$ cat src/rtl/mips_multicycle_ctrl_if.sv
// Control bus between the multi-cycle sequencer and the MIPS datapath/memory.
// Memory handshake (valid/ready): mem_req is held high for as long as an access
// is pending; the access completes on the first rising edge where mem_req and
// mem_ready are both 1. mem_ready is ignored while mem_req is 0. Every other
// control is a per-cycle level and has no handshake.
interface mips_multicycle_ctrl_if #(
  parameter int CNT_W = 32
);
  logic [5:0]       opcode;
  logic             mem_ready;
  logic             mem_req;
  logic             mem_we;
  logic             i_or_d;
  logic             ir_write;
  logic             pc_write;
  logic             pc_write_cond;
  logic [1:0]       pc_source;
  logic             alu_src_a;
  logic [1:0]       alu_src_b;
  logic [1:0]       alu_op;
  logic             reg_dst;
  logic             mem_to_reg;
  logic             reg_write;
  logic [3:0]       state;
  logic             illegal_op;
  logic             mem_timeout;
  logic [CNT_W-1:0] instr_retired;

  // Sequencer side
  modport master (
    input  opcode, mem_ready,
    output mem_req, mem_we, i_or_d, ir_write, pc_write, pc_write_cond,
           pc_source, alu_src_a, alu_src_b, alu_op, reg_dst, mem_to_reg,
           reg_write, state, illegal_op, mem_timeout, instr_retired
  );

  // Datapath / memory side
  modport slave (
    output opcode, mem_ready,
    input  mem_req, mem_we, i_or_d, ir_write, pc_write, pc_write_cond,
           pc_source, alu_src_a, alu_src_b, alu_op, reg_dst, mem_to_reg,
           reg_write, state, illegal_op, mem_timeout, instr_retired
  );
endinterface

$ cat src/rtl/mips_multicycle_ctrl.sv
// Multi-cycle MIPS control sequencer: fetch/decode/execute/mem/writeback FSM
// with memory wait states, a bounded-wait timeout, sticky fault flags and a
// retired-instruction counter. Controls are decoded from the current state.
module mips_multicycle_ctrl #(
  parameter int CNT_W    = 32,
  parameter int MAX_WAIT = 16
) (
  input  logic                       clk,
  input  logic                       reset,
  mips_multicycle_ctrl_if.master     bus
);

  localparam logic [3:0] FETCH     = 4'd0;
  localparam logic [3:0] DECODE    = 4'd1;
  localparam logic [3:0] MEM_ADDR  = 4'd2;
  localparam logic [3:0] MEM_READ  = 4'd3;
  localparam logic [3:0] MEM_WB    = 4'd4;
  localparam logic [3:0] MEM_WRITE = 4'd5;
  localparam logic [3:0] EXECUTE   = 4'd6;
  localparam logic [3:0] R_WB      = 4'd7;
  localparam logic [3:0] BRANCH    = 4'd8;
  localparam logic [3:0] JUMP      = 4'd9;
  localparam logic [3:0] ADDI_EX   = 4'd10;
  localparam logic [3:0] ADDI_WB   = 4'd11;
  localparam logic [3:0] HALT      = 4'd15;

  localparam logic [5:0] OP_RTYPE = 6'b000000;
  localparam logic [5:0] OP_J     = 6'b000010;
  localparam logic [5:0] OP_BEQ   = 6'b000100;
  localparam logic [5:0] OP_ADDI  = 6'b001000;
  localparam logic [5:0] OP_LW    = 6'b100011;
  localparam logic [5:0] OP_SW    = 6'b101011;

  localparam int WAIT_W = (MAX_WAIT < 2) ? 1 : $clog2(MAX_WAIT + 1);
  localparam logic [WAIT_W-1:0] WAIT_LAST = WAIT_W'(MAX_WAIT - 1);

  logic [3:0]        state_q,    state_d;
  logic [WAIT_W-1:0] wait_q,     wait_d;
  logic              illegal_q,  illegal_d;
  logic              timeout_q,  timeout_d;
  logic [CNT_W-1:0]  cnt_q,      cnt_d;

  // Raw per-state controls, before the reset gate
  logic       c_mem_req, c_mem_we, c_i_or_d, c_ir_write, c_pc_write;
  logic       c_pc_write_cond, c_alu_src_a, c_reg_dst, c_mem_to_reg, c_reg_write;
  logic [1:0] c_pc_source, c_alu_src_b, c_alu_op;

  logic waiting;
  logic wait_expired;
  logic retire;

  // Decode datapath controls from the current state
  always_comb begin
    c_mem_req       = 1'b0;
    c_mem_we        = 1'b0;
    c_i_or_d        = 1'b0;
    c_ir_write      = 1'b0;
    c_pc_write      = 1'b0;
    c_pc_write_cond = 1'b0;
    c_pc_source     = 2'b00;
    c_alu_src_a     = 1'b0;
    c_alu_src_b     = 2'b00;
    c_alu_op        = 2'b00;
    c_reg_dst       = 1'b0;
    c_mem_to_reg    = 1'b0;
    c_reg_write     = 1'b0;
    case (state_q)
      FETCH: begin
        c_mem_req   = 1'b1;
        c_alu_src_b = 2'b01;
        // IR and PC only capture when the fetch actually completes
        c_ir_write  = bus.mem_ready;
        c_pc_write  = bus.mem_ready;
      end
      DECODE:    c_alu_src_b = 2'b11;
      MEM_ADDR: begin
        c_alu_src_a = 1'b1;
        c_alu_src_b = 2'b10;
      end
      MEM_READ: begin
        c_mem_req = 1'b1;
        c_i_or_d  = 1'b1;
      end
      MEM_WB: begin
        c_mem_to_reg = 1'b1;
        c_reg_write  = 1'b1;
      end
      MEM_WRITE: begin
        c_mem_req = 1'b1;
        c_mem_we  = 1'b1;
        c_i_or_d  = 1'b1;
      end
      EXECUTE: begin
        c_alu_src_a = 1'b1;
        c_alu_op    = 2'b10;
      end
      R_WB: begin
        c_reg_dst   = 1'b1;
        c_reg_write = 1'b1;
      end
      BRANCH: begin
        c_alu_src_a     = 1'b1;
        c_alu_op        = 2'b01;
        c_pc_write_cond = 1'b1;
        c_pc_source     = 2'b01;
      end
      JUMP: begin
        c_pc_write  = 1'b1;
        c_pc_source = 2'b10;
      end
      ADDI_EX: begin
        c_alu_src_a = 1'b1;
        c_alu_src_b = 2'b10;
      end
      ADDI_WB:   c_reg_write = 1'b1;
      default: ;
    endcase
  end

  assign waiting      = c_mem_req & ~bus.mem_ready;
  assign wait_expired = waiting & (wait_q == WAIT_LAST);

  // Next state, wait counter, sticky flags and retire count
  always_comb begin
    state_d   = state_q;
    illegal_d = illegal_q;
    timeout_d = timeout_q;
    retire    = 1'b0;
    wait_d    = waiting ? wait_q + 1'b1 : '0;
    case (state_q)
      FETCH:     if (bus.mem_ready) state_d = DECODE;
      DECODE: begin
        case (bus.opcode)
          OP_LW, OP_SW: state_d = MEM_ADDR;
          OP_RTYPE:     state_d = EXECUTE;
          OP_BEQ:       state_d = BRANCH;
          OP_J:         state_d = JUMP;
          OP_ADDI:      state_d = ADDI_EX;
          default: begin
            state_d   = HALT;
            illegal_d = 1'b1;
          end
        endcase
      end
      MEM_ADDR:  state_d = (bus.opcode == OP_SW) ? MEM_WRITE : MEM_READ;
      MEM_READ:  if (bus.mem_ready) state_d = MEM_WB;
      MEM_WRITE: if (bus.mem_ready) begin
        state_d = FETCH;
        retire  = 1'b1;
      end
      EXECUTE:   state_d = R_WB;
      ADDI_EX:   state_d = ADDI_WB;
      MEM_WB, R_WB, BRANCH, JUMP, ADDI_WB: begin
        state_d = FETCH;
        retire  = 1'b1;
      end
      default:   state_d = HALT;
    endcase
    // A stalled access that has used up its budget overrides everything
    if (wait_expired) begin
      state_d   = HALT;
      timeout_d = 1'b1;
      wait_d    = '0;
    end
    cnt_d = cnt_q + (retire ? CNT_W'(1) : CNT_W'(0));
  end

  // State registers with synchronous reset
  always_ff @(posedge clk) begin
    if (reset) begin
      state_q   <= FETCH;
      wait_q    <= '0;
      illegal_q <= 1'b0;
      timeout_q <= 1'b0;
      cnt_q     <= '0;
    end else begin
      state_q   <= state_d;
      wait_q    <= wait_d;
      illegal_q <= illegal_d;
      timeout_q <= timeout_d;
      cnt_q     <= cnt_d;
    end
  end

  // Controls are forced low while reset is held so an in-flight access drops at once
  assign bus.mem_req       = c_mem_req       & ~reset;
  assign bus.mem_we        = c_mem_we        & ~reset;
  assign bus.i_or_d        = c_i_or_d        & ~reset;
  assign bus.ir_write      = c_ir_write      & ~reset;
  assign bus.pc_write      = c_pc_write      & ~reset;
  assign bus.pc_write_cond = c_pc_write_cond & ~reset;
  assign bus.pc_source     = c_pc_source     & {2{~reset}};
  assign bus.alu_src_a     = c_alu_src_a     & ~reset;
  assign bus.alu_src_b     = c_alu_src_b     & {2{~reset}};
  assign bus.alu_op        = c_alu_op        & {2{~reset}};
  assign bus.reg_dst       = c_reg_dst       & ~reset;
  assign bus.mem_to_reg    = c_mem_to_reg    & ~reset;
  assign bus.reg_write     = c_reg_write     & ~reset;
  assign bus.state         = state_q;
  assign bus.illegal_op    = illegal_q;
  assign bus.mem_timeout   = timeout_q;
  assign bus.instr_retired = cnt_q;

endmodule

$ cat src/flat_wrapper.sv
// flat-port wrapper written by rule: the top's interface ports become plain ports
module mips_multicycle_ctrl_flat 
#(
  parameter int CNT_W    = 32,
  parameter int MAX_WAIT = 16
)
  (clk, reset, bus_opcode, bus_mem_ready, bus_mem_req, bus_mem_we, bus_i_or_d, bus_ir_write, bus_pc_write, bus_pc_write_cond, bus_pc_source, bus_alu_src_a, bus_alu_src_b, bus_alu_op, bus_reg_dst, bus_mem_to_reg, bus_reg_write, bus_state, bus_illegal_op, bus_mem_timeout, bus_instr_retired);
  mips_multicycle_ctrl_if #(.CNT_W(CNT_W)) bus_i ();
  input  logic clk;
  input  logic reset;
  input wire logic [$bits(bus_i.opcode)-1:0] bus_opcode;
  input wire logic [$bits(bus_i.mem_ready)-1:0] bus_mem_ready;
  output wire logic [$bits(bus_i.mem_req)-1:0] bus_mem_req;
  output wire logic [$bits(bus_i.mem_we)-1:0] bus_mem_we;
  output wire logic [$bits(bus_i.i_or_d)-1:0] bus_i_or_d;
  output wire logic [$bits(bus_i.ir_write)-1:0] bus_ir_write;
  output wire logic [$bits(bus_i.pc_write)-1:0] bus_pc_write;
  output wire logic [$bits(bus_i.pc_write_cond)-1:0] bus_pc_write_cond;
  output wire logic [$bits(bus_i.pc_source)-1:0] bus_pc_source;
  output wire logic [$bits(bus_i.alu_src_a)-1:0] bus_alu_src_a;
  output wire logic [$bits(bus_i.alu_src_b)-1:0] bus_alu_src_b;
  output wire logic [$bits(bus_i.alu_op)-1:0] bus_alu_op;
  output wire logic [$bits(bus_i.reg_dst)-1:0] bus_reg_dst;
  output wire logic [$bits(bus_i.mem_to_reg)-1:0] bus_mem_to_reg;
  output wire logic [$bits(bus_i.reg_write)-1:0] bus_reg_write;
  output wire logic [$bits(bus_i.state)-1:0] bus_state;
  output wire logic [$bits(bus_i.illegal_op)-1:0] bus_illegal_op;
  output wire logic [$bits(bus_i.mem_timeout)-1:0] bus_mem_timeout;
  output wire logic [$bits(bus_i.instr_retired)-1:0] bus_instr_retired;
  assign bus_i.opcode = bus_opcode;
  assign bus_i.mem_ready = bus_mem_ready;
  assign bus_mem_req = bus_i.mem_req;
  assign bus_mem_we = bus_i.mem_we;
  assign bus_i_or_d = bus_i.i_or_d;
  assign bus_ir_write = bus_i.ir_write;
  assign bus_pc_write = bus_i.pc_write;
  assign bus_pc_write_cond = bus_i.pc_write_cond;
  assign bus_pc_source = bus_i.pc_source;
  assign bus_alu_src_a = bus_i.alu_src_a;
  assign bus_alu_src_b = bus_i.alu_src_b;
  assign bus_alu_op = bus_i.alu_op;
  assign bus_reg_dst = bus_i.reg_dst;
  assign bus_mem_to_reg = bus_i.mem_to_reg;
  assign bus_reg_write = bus_i.reg_write;
  assign bus_state = bus_i.state;
  assign bus_illegal_op = bus_i.illegal_op;
  assign bus_mem_timeout = bus_i.mem_timeout;
  assign bus_instr_retired = bus_i.instr_retired;
  mips_multicycle_ctrl #(.CNT_W(CNT_W), .MAX_WAIT(MAX_WAIT)) u_core (.clk(clk), .reset(reset), .bus(bus_i));
endmodule
$ cat config.mk
export PLATFORM = sky130hd
export DESIGN_NAME = mips_multicycle_ctrl_flat
export DESIGN_NICKNAME = d
export VERILOG_FILES = /design/src/rtl/mips_multicycle_ctrl_if.sv /design/src/rtl/mips_multicycle_ctrl.sv /design/src/flat_wrapper.sv
export SDC_FILE = /design/constraint.sdc
export NUM_CORES = 1
export LEC_CHECK = 0
export CAP_MARGIN = 20
export CORE_UTILIZATION = 49
export DETAILED_ROUTE_END_ITERATION = 8
export GPL_TIMING_DRIVEN = 0
export PLACE_DENSITY = 0.81
export SETUP_SLACK_MARGIN = 0.3
export SYNTH_ARGS = -nofsm -noshare
export SYNTH_HDL_FRONTEND = slang
export SYNTH_SLANG_ARGS = --single-unit
$ cat constraint.sdc
create_clock -name clk -period 3.6 [get_ports clk]
set_input_delay 0.72 -clock clk [delete_from_list [all_inputs] [get_ports clk]]
set_output_delay 0.72 -clock clk [all_outputs]
set_load 0.005 [all_outputs]
; ---- Word-level counts from Yosys, hierarchy flattened
; Cells that the tools add are included.
[classes]
n_addsub = 2
n_eq_ne = 20
n_mux = 23
n_bitwise = 19
reduce_logical = 13
[ops]
columns = cell, count
row1 = adder 32 bit, 1
row2 = one-hot mux 4 bit (8 select lines), 1
row3 = one-hot mux 4 bit (5 select lines), 1
row4 = "== test 4 x 3 -> 1 bit, second input constant", 4
row5 = "== test 4 bit, second input constant", 4
row6 = two-way mux 4 bit, 4
row7 = AND 1 bit, 12
row8 = "== test 6 bit, second input constant", 2
row9 = two-way mux 1 bit, 11
row10 = "inequality test 3 x 2 -> 1 bit, second input constant", 3
row11 = OR reduction 3 bit, 3
row12 = "== test 4 x 2 -> 1 bit, second input constant", 2
row13 = one-hot mux 2 bit (2 select lines), 2
row14 = AND 2 bit, 3
row15 = "== test 6 x 2 -> 1 bit, second input constant", 1
row16 = "== test 6 x 3 -> 1 bit, second input constant", 1
row17 = "== test 6 x 4 -> 1 bit, second input constant", 1
row18 = zero test 6 bit, 1
row19 = one-hot mux 2 bit (3 select lines), 1
row20 = OR reduction 2 bit, 3
row21 = OR reduction 6 bit, 1
row22 = "adder 5 x 1 -> 5 bit, second input constant", 1
row23 = "== test 5 x 4 -> 1 bit, second input constant", 1
row24 = OR reduction 5 bit, 1
row25 = other kinds (8), 12
[totals]
reg_bits = 43
input_bits = 9
elab_cells = 82

; ---- Logic depth before layout (Yosys ltp)
[logic_depth]
depth_word = 7
depth_mapped = 11

; ---- Worst setup path before layout
; Ideal clock, no wire load.
[synth_path]
path_type = flip-flop to flip-flop
startpoint = register u_core.state_q[2], in the netlist u_core.bus.state[2]
endpoint = register u_core.cnt_q[31], in the netlist u_core.bus.instr_retired[31]
setup_time_ns = 0.121
t_arrival_ns = 2.734
required_ns = 3.479
path_slack_ns = 0.745
stages_incl_launch_ff = 12
path_buffers = 3
period_less_slack_ns = 2.855
path_cell_list = dfxtp_1 -> clkbuf_1 -> clkbuf_1 -> o21a_1 -> nor2_1 -> a211oi_1 -> ha_1 -> nand2_1 -> or4_1 -> clkbuf_1 -> nor4_1 -> mux2_2
[synth_via]
elab_chain_cells = 5
[synth_lines]
columns = item, line
row1 = from (decl), mips_multicycle_ctrl.sv:37  ; logic [3:0] state_q, state_d;
row2 = from (signal assigned), mips_multicycle_ctrl.sv:177  ; state_q <= state_d;
row3 = == test 4 x 3 -> 1 bit / == test 4 bit (equally long branches), mips_multicycle_ctrl.sv:130  ; case (state_q)
row4 = OR reduction 5 bit, mips_multicycle_ctrl.sv:130
row5 = one-hot mux 1 bit (2 select lines) *, mips_multicycle_ctrl.sv:130
row6 = two-way mux 1 bit *, mips_multicycle_ctrl.sv:165  ; cnt_d = cnt_q + (retire ? CNT_W'(1) : CNT_W'(0));
row7 = adder 32 bit *, mips_multicycle_ctrl.sv:165
row8 = to (signal assigned), mips_multicycle_ctrl.sv:181  ; cnt_q <= cnt_d;
row9 = to (decl), mips_multicycle_ctrl.sv:41  ; logic [CNT_W-1:0] cnt_q, cnt_d;
; Every way passes the cells marked *; elsewhere a longest branch is shown, timed or not.
; A chain may end at the register's enable or synchronous reset.

; ---- Worst setup path in the final report
[layout_path]
startpoint = input port reset
endpoint = output port bus_mem_req
[layout_via]
elab_chain_cells = 2
[layout_lines]
columns = item, line
row1 = from (decl), flat_wrapper.sv:10  ; input logic reset;
row2 = NOT 1 bit, mips_multicycle_ctrl.sv:186  ; assign bus.mem_req = c_mem_req & ~reset;
row3 = AND 1 bit, mips_multicycle_ctrl.sv:186
row4 = to (decl), flat_wrapper.sv:13  ; output wire logic [$bits(bus_i.mem_req)-1:0] bus_mem_req;
; No other way between the ends.

==> results_tabular.tex <==
\begin{tabular}{lr}
\hline
Metric & Value \\
\hline
\multicolumn{2}{l}{\textbf{Outcome}} \\
\quad Result of the run & completed \\
\multicolumn{2}{l}{\textbf{Synthesis}} \\
\quad Cell type with the highest aggregate area in the netlist & sky130\_fd\_sc\_hd\_\_dfxtp\_1 \\
\quad Proportion of netlist area held by the largest area contributor & 36.0\% \\
\quad Most used flip-flop cell after synthesis & sky130\_fd\_sc\_hd\_\_dfxtp\_1 \\
\quad Synth Instances & roughly 300 \\
\quad Seq/Total Area, Yosys & 36.0\% \\
\quad Number of storage elements in the synthesis netlist & 43 \\
\quad Post-synth design cell area & 0.00239 mm2 \\
\quad Top area cells in the synthesized netlist & sky130\_fd\_sc\_hd\_\_dfxtp\_1 (36\%), sky130\_fd\_sc\_hd\_\_nor2\_1 (5.7\%), sky130\_fd\_sc\_hd\_\_a21oi\_1 (4.0\%) \\
\quad Fraction of registers with async set or reset after synthesis & 0\% \\
\quad Distinct cell type count after synthesis & 48 \\
\quad Ranking of synthesized cells by instance count & sky130\_fd\_sc\_hd\_\_dfxtp\_1 (43), sky130\_fd\_sc\_hd\_\_nor2\_1 (36), sky130\_fd\_sc\_hd\_\_a21oi\_1 (19) \\
\quad Syn nets & 308 \\
\quad Number of warnings reported in the yosys synthesis log & 0 \\
\quad Leading cell type by number of instances after synthesis & sky130\_fd\_sc\_hd\_\_dfxtp\_1 \\
\quad Mean instance size in the synthesized netlist & 8.10 um2 \\
\quad Count of flip-flops with a built-in enable after synthesis & 0 \\
\multicolumn{2}{l}{\textbf{Clock network}} \\
\quad Total clock buffers created by CTS & 5 \\
\quad Htree depth & 2 \\
\quad Clock Sinks & 43 \\
\quad Buffers from clock root to sink, at most & 2 \\
\quad Clock insertion delay at the later pin of the skew report & between 200 and 300 ps \\
\quad CTS Root Buffer Type & sky130\_fd\_sc\_hd\_\_clkbuf\_8 \\
\quad Hold buffers post-CTS & 0 \\
\quad Clk pin slew, worst setup/hold paths & 80 ps \\
\quad TritonCTS clock tree & built \\
\multicolumn{2}{l}{\textbf{STA}} \\
\quad Setup repair after global routing missed its margin & no \\
\quad Portion of the clock cycle consumed by the worst path in the final layout & 89.7\% \\
\quad Slew margin rel. & 68.0\% \\
\quad Hold Vio Cnt, Final & 0 \\
\quad Worst-case clock skew & 6.01 ps \\
\quad Max Slew Vio Count & 0 \\
\quad Clock period minus worst slack & 3230 ps \\
\quad Maximum clock rate & just over 0.3 GHz \\
\quad Final setup TNS & 0 ps \\
\quad Number of setup violations in the final report & 0 \\
\quad Worst-margin pin slew & 480 ps \\
\multicolumn{2}{l}{\textbf{Pwr}} \\
\quad Pwr Density & 441 mW/mm2 \\
\quad Max VDD drop & 0.311 mV \\
\quad Pleak & 0.00112 uW \\
\multicolumn{2}{l}{\textbf{Drt}} \\
\quad DRT antenna net count & 0 \\
\quad Detailed-routing iteration count for the pre-antenna-repair pass & 4 \\
\quad DRC violation total after the first TritonRoute iteration & 178 \\
\quad Detail-routed via count per cell & 5.87 \\
\quad WL final & 5970 um \\
\quad Remaining design rule violation count & 0 \\
\quad Vias & 2466 \\
\quad Routed length per placed instance & approximately 14 um \\
\multicolumn{2}{l}{\textbf{Global route}} \\
\quad Antenna violations before repair & 0 \\
\quad Met1 Resource Use GR & 28.3\% \\
\quad Tot GR Track Use & between 20\% and 30\% \\
\quad Total overflow reported by the global router & 0 \\
\quad Met2 Usage GRT & 39.0\% \\
\quad Grt met3 use & 5.34\% \\
\quad Wire length of the first global-routing pass & about 9700 um \\
\quad Largest net degree at the start of global routing & 14 \\
\quad Via count of the first global-routing pass & around 2200 \\
\quad Most Crowded Layer GR & met2 \\
\multicolumn{2}{l}{\textbf{Die}} \\
\quad Die extent in y & between 70 and 80 um \\
\quad Number of primary I/O pins & 63 \\
\quad Row Count & 25 \\
\quad Effective utilization at floorplan & 50.9\% \\
\quad Placeable core region & about 0.0047 mm2 \\
\quad Die footprint & $\sim$0.0052 mm2 \\
\quad Horizontal die dimension & 71.8 um \\
\multicolumn{2}{l}{\textbf{Cells and area}} \\
\quad Number of antenna repair diodes & 0 \\
\quad Cell area after layout & 0.00319 mm2 \\
\quad Area Growth Syn to Fin & 33.5\% \\
\quad Layout cells sized above 1 & 10.1\% \\
\quad Net count, final & 378 \\
\multicolumn{2}{l}{\textbf{Worst setup path}} \\
\quad Arrival time of the worst setup path & 2510 ps \\
\quad Worst Setup End Kind & output port \\
\quad Crit path kind & in -> out \\
\quad Data required, critical path & 2880 ps \\
\quad Highest fanout seen on the critical path & 10 \\
\quad Sort of element at the start of the critical path & input pin \\
\multicolumn{2}{l}{\textbf{Placement}} \\
\quad Half-perimeter wire length after placement & roughly 4400 um \\
\quad Post-place instance area & 0.00308 mm2 \\
\quad Weighted congestion reported at the end of routability-driven placement & 0.978 \\
\quad Count of port buffers added during placement & 62 \\
\multicolumn{2}{l}{\textbf{Job}} \\
\quad Maxcap violations & 0 \\
\multicolumn{2}{l}{\textbf{Worst hold path}} \\
\quad Tightest Hold Check Type & reg -> reg \\
\hline
\end{tabular}
==> cell usage in the layout, fill, tap and decap left out, drive strengths merged, types with 2 or more instances in the layout <==
master / synthesis / routed
clkdlybuf4s50: 0 / 61
dfxtp: 43 / 43
nor2: 36 / 36
a21oi: 19 / 19
clkbuf: 11 / 16
inv: 15 / 15
nand2: 12 / 12
nand3: 12 / 12
or4: 12 / 12
and3: 11 / 11
nor3: 11 / 11
nor2b: 9 / 9
o31ai: 9 / 9
xnor2: 9 / 9
or3: 9 / 9
xor2: 8 / 8
o21ai: 7 / 7
nand4: 7 / 7
buf: 4 / 6
a31oi: 5 / 5
nand2b: 4 / 4
mux2: 4 / 4
ha: 4 / 4
nor4: 4 / 4
and4: 3 / 3
a21o: 3 / 3
o21a: 2 / 2
nor4b: 2 / 2
or2: 2 / 2
o211ai: 2 / 2
or4b: 2 / 2
a31o: 2 / 2
==> critical path, cell delays in order <==
cell and delay [ps]:
sky130_fd_sc_hd__clkdlybuf4s50_1 530, sky130_fd_sc_hd__clkbuf_2 240, sky130_fd_sc_hd__buf_2 240, sky130_fd_sc_hd__nor3_1 230, sky130_fd_sc_hd__clkdlybuf4s50_1 540
==> timing repair <==
item	in CTS	in global routing
endpoints found under the setup margin	4	16
buffers inserted	0	1
gates resized for setup	7	7
pin swaps	0	1
==> cells by family (layout without fill, tap and decap cells) <==
group | after synthesis | after routing | share of synthesized area [%]
AOI/OAI and AO/OA | 58 | 58 | 15.8
DFF | 43 | 43 | 36.0
and+or+nand+nor | 139 | 139 | 32.9
muxes | 4 | 4 | 1.89
xor gates and xnor gates | 17 | 17 | 6.23
buffers and inverters | 30 | 101 | 4.98
adders and majority gates | 4 | 4 | 2.10
==> per-layer routing <==
layer  vias up  part of all wire, %
met4         0                  1.8
met1      1145                   44
li1       1219                    -
met5         -                    0
met2        90                   48
met3        12                  5.9
==> layout make-up <==
cell class              instances  area [um2]
flip-flops and latches         43         861
plain buffers                  15        72.6
well taps                      54        67.6
clock inverters                 2        12.5
repair buffers                 63         631
multi-input cells             222        1420
clock buffers                   6        72.6
inverters                      15        56.3
fillers                       415        1500
==> through the flow <==
stage          util [%]  hold WS, ps  power, uW  setup slack [ps]  cells
4_1_cts            67.7          463       1400               325    419
5_1_grt            68.0          483       1500               314    420
6_report           68.0          454       1410               369    420
3_3_place_gp       65.6          430       1100              36.4    411
2_1_floorplan         -          418        879               745    295
3_5_place_dp       65.6          441       1100              18.1    411
==> sequential cells by signal, indices dropped and copies added (netlist names) <==
name,flops
u_core.bus.state,4
u_core.bus.illegal_op,1
u_core.bus.mem_timeout,1
u_core.wait_q,5
u_core.bus.instr_retired,32
==> where the power goes <==
group | internal, uW | switching [uW] | total [uW] | leakage, uW
Clock | 136 | 165 | 300 | 0.0000412
Combinational | 272 | 292 | 565 | 0.000736
Sequential | 507 | 35.3 | 542 | 0.000348
Total | 915 | 492 | 1410 | 0.00112
==> final timing paths <==
path	start	end	slack, ps	cells past startpoint
setup reg to reg	u_core.bus.state[2]	u_core.bus.instr_retired[31]	590	11
hold reg to reg	u_core.bus.illegal_op	u_core.bus.illegal_op	450	2
hold / removal	u_core.bus.illegal_op	u_core.bus.illegal_op	450	2
setup / recovery	reset	bus_mem_req	370	5
Note: power is estimated with default switching activity, not from simulation.
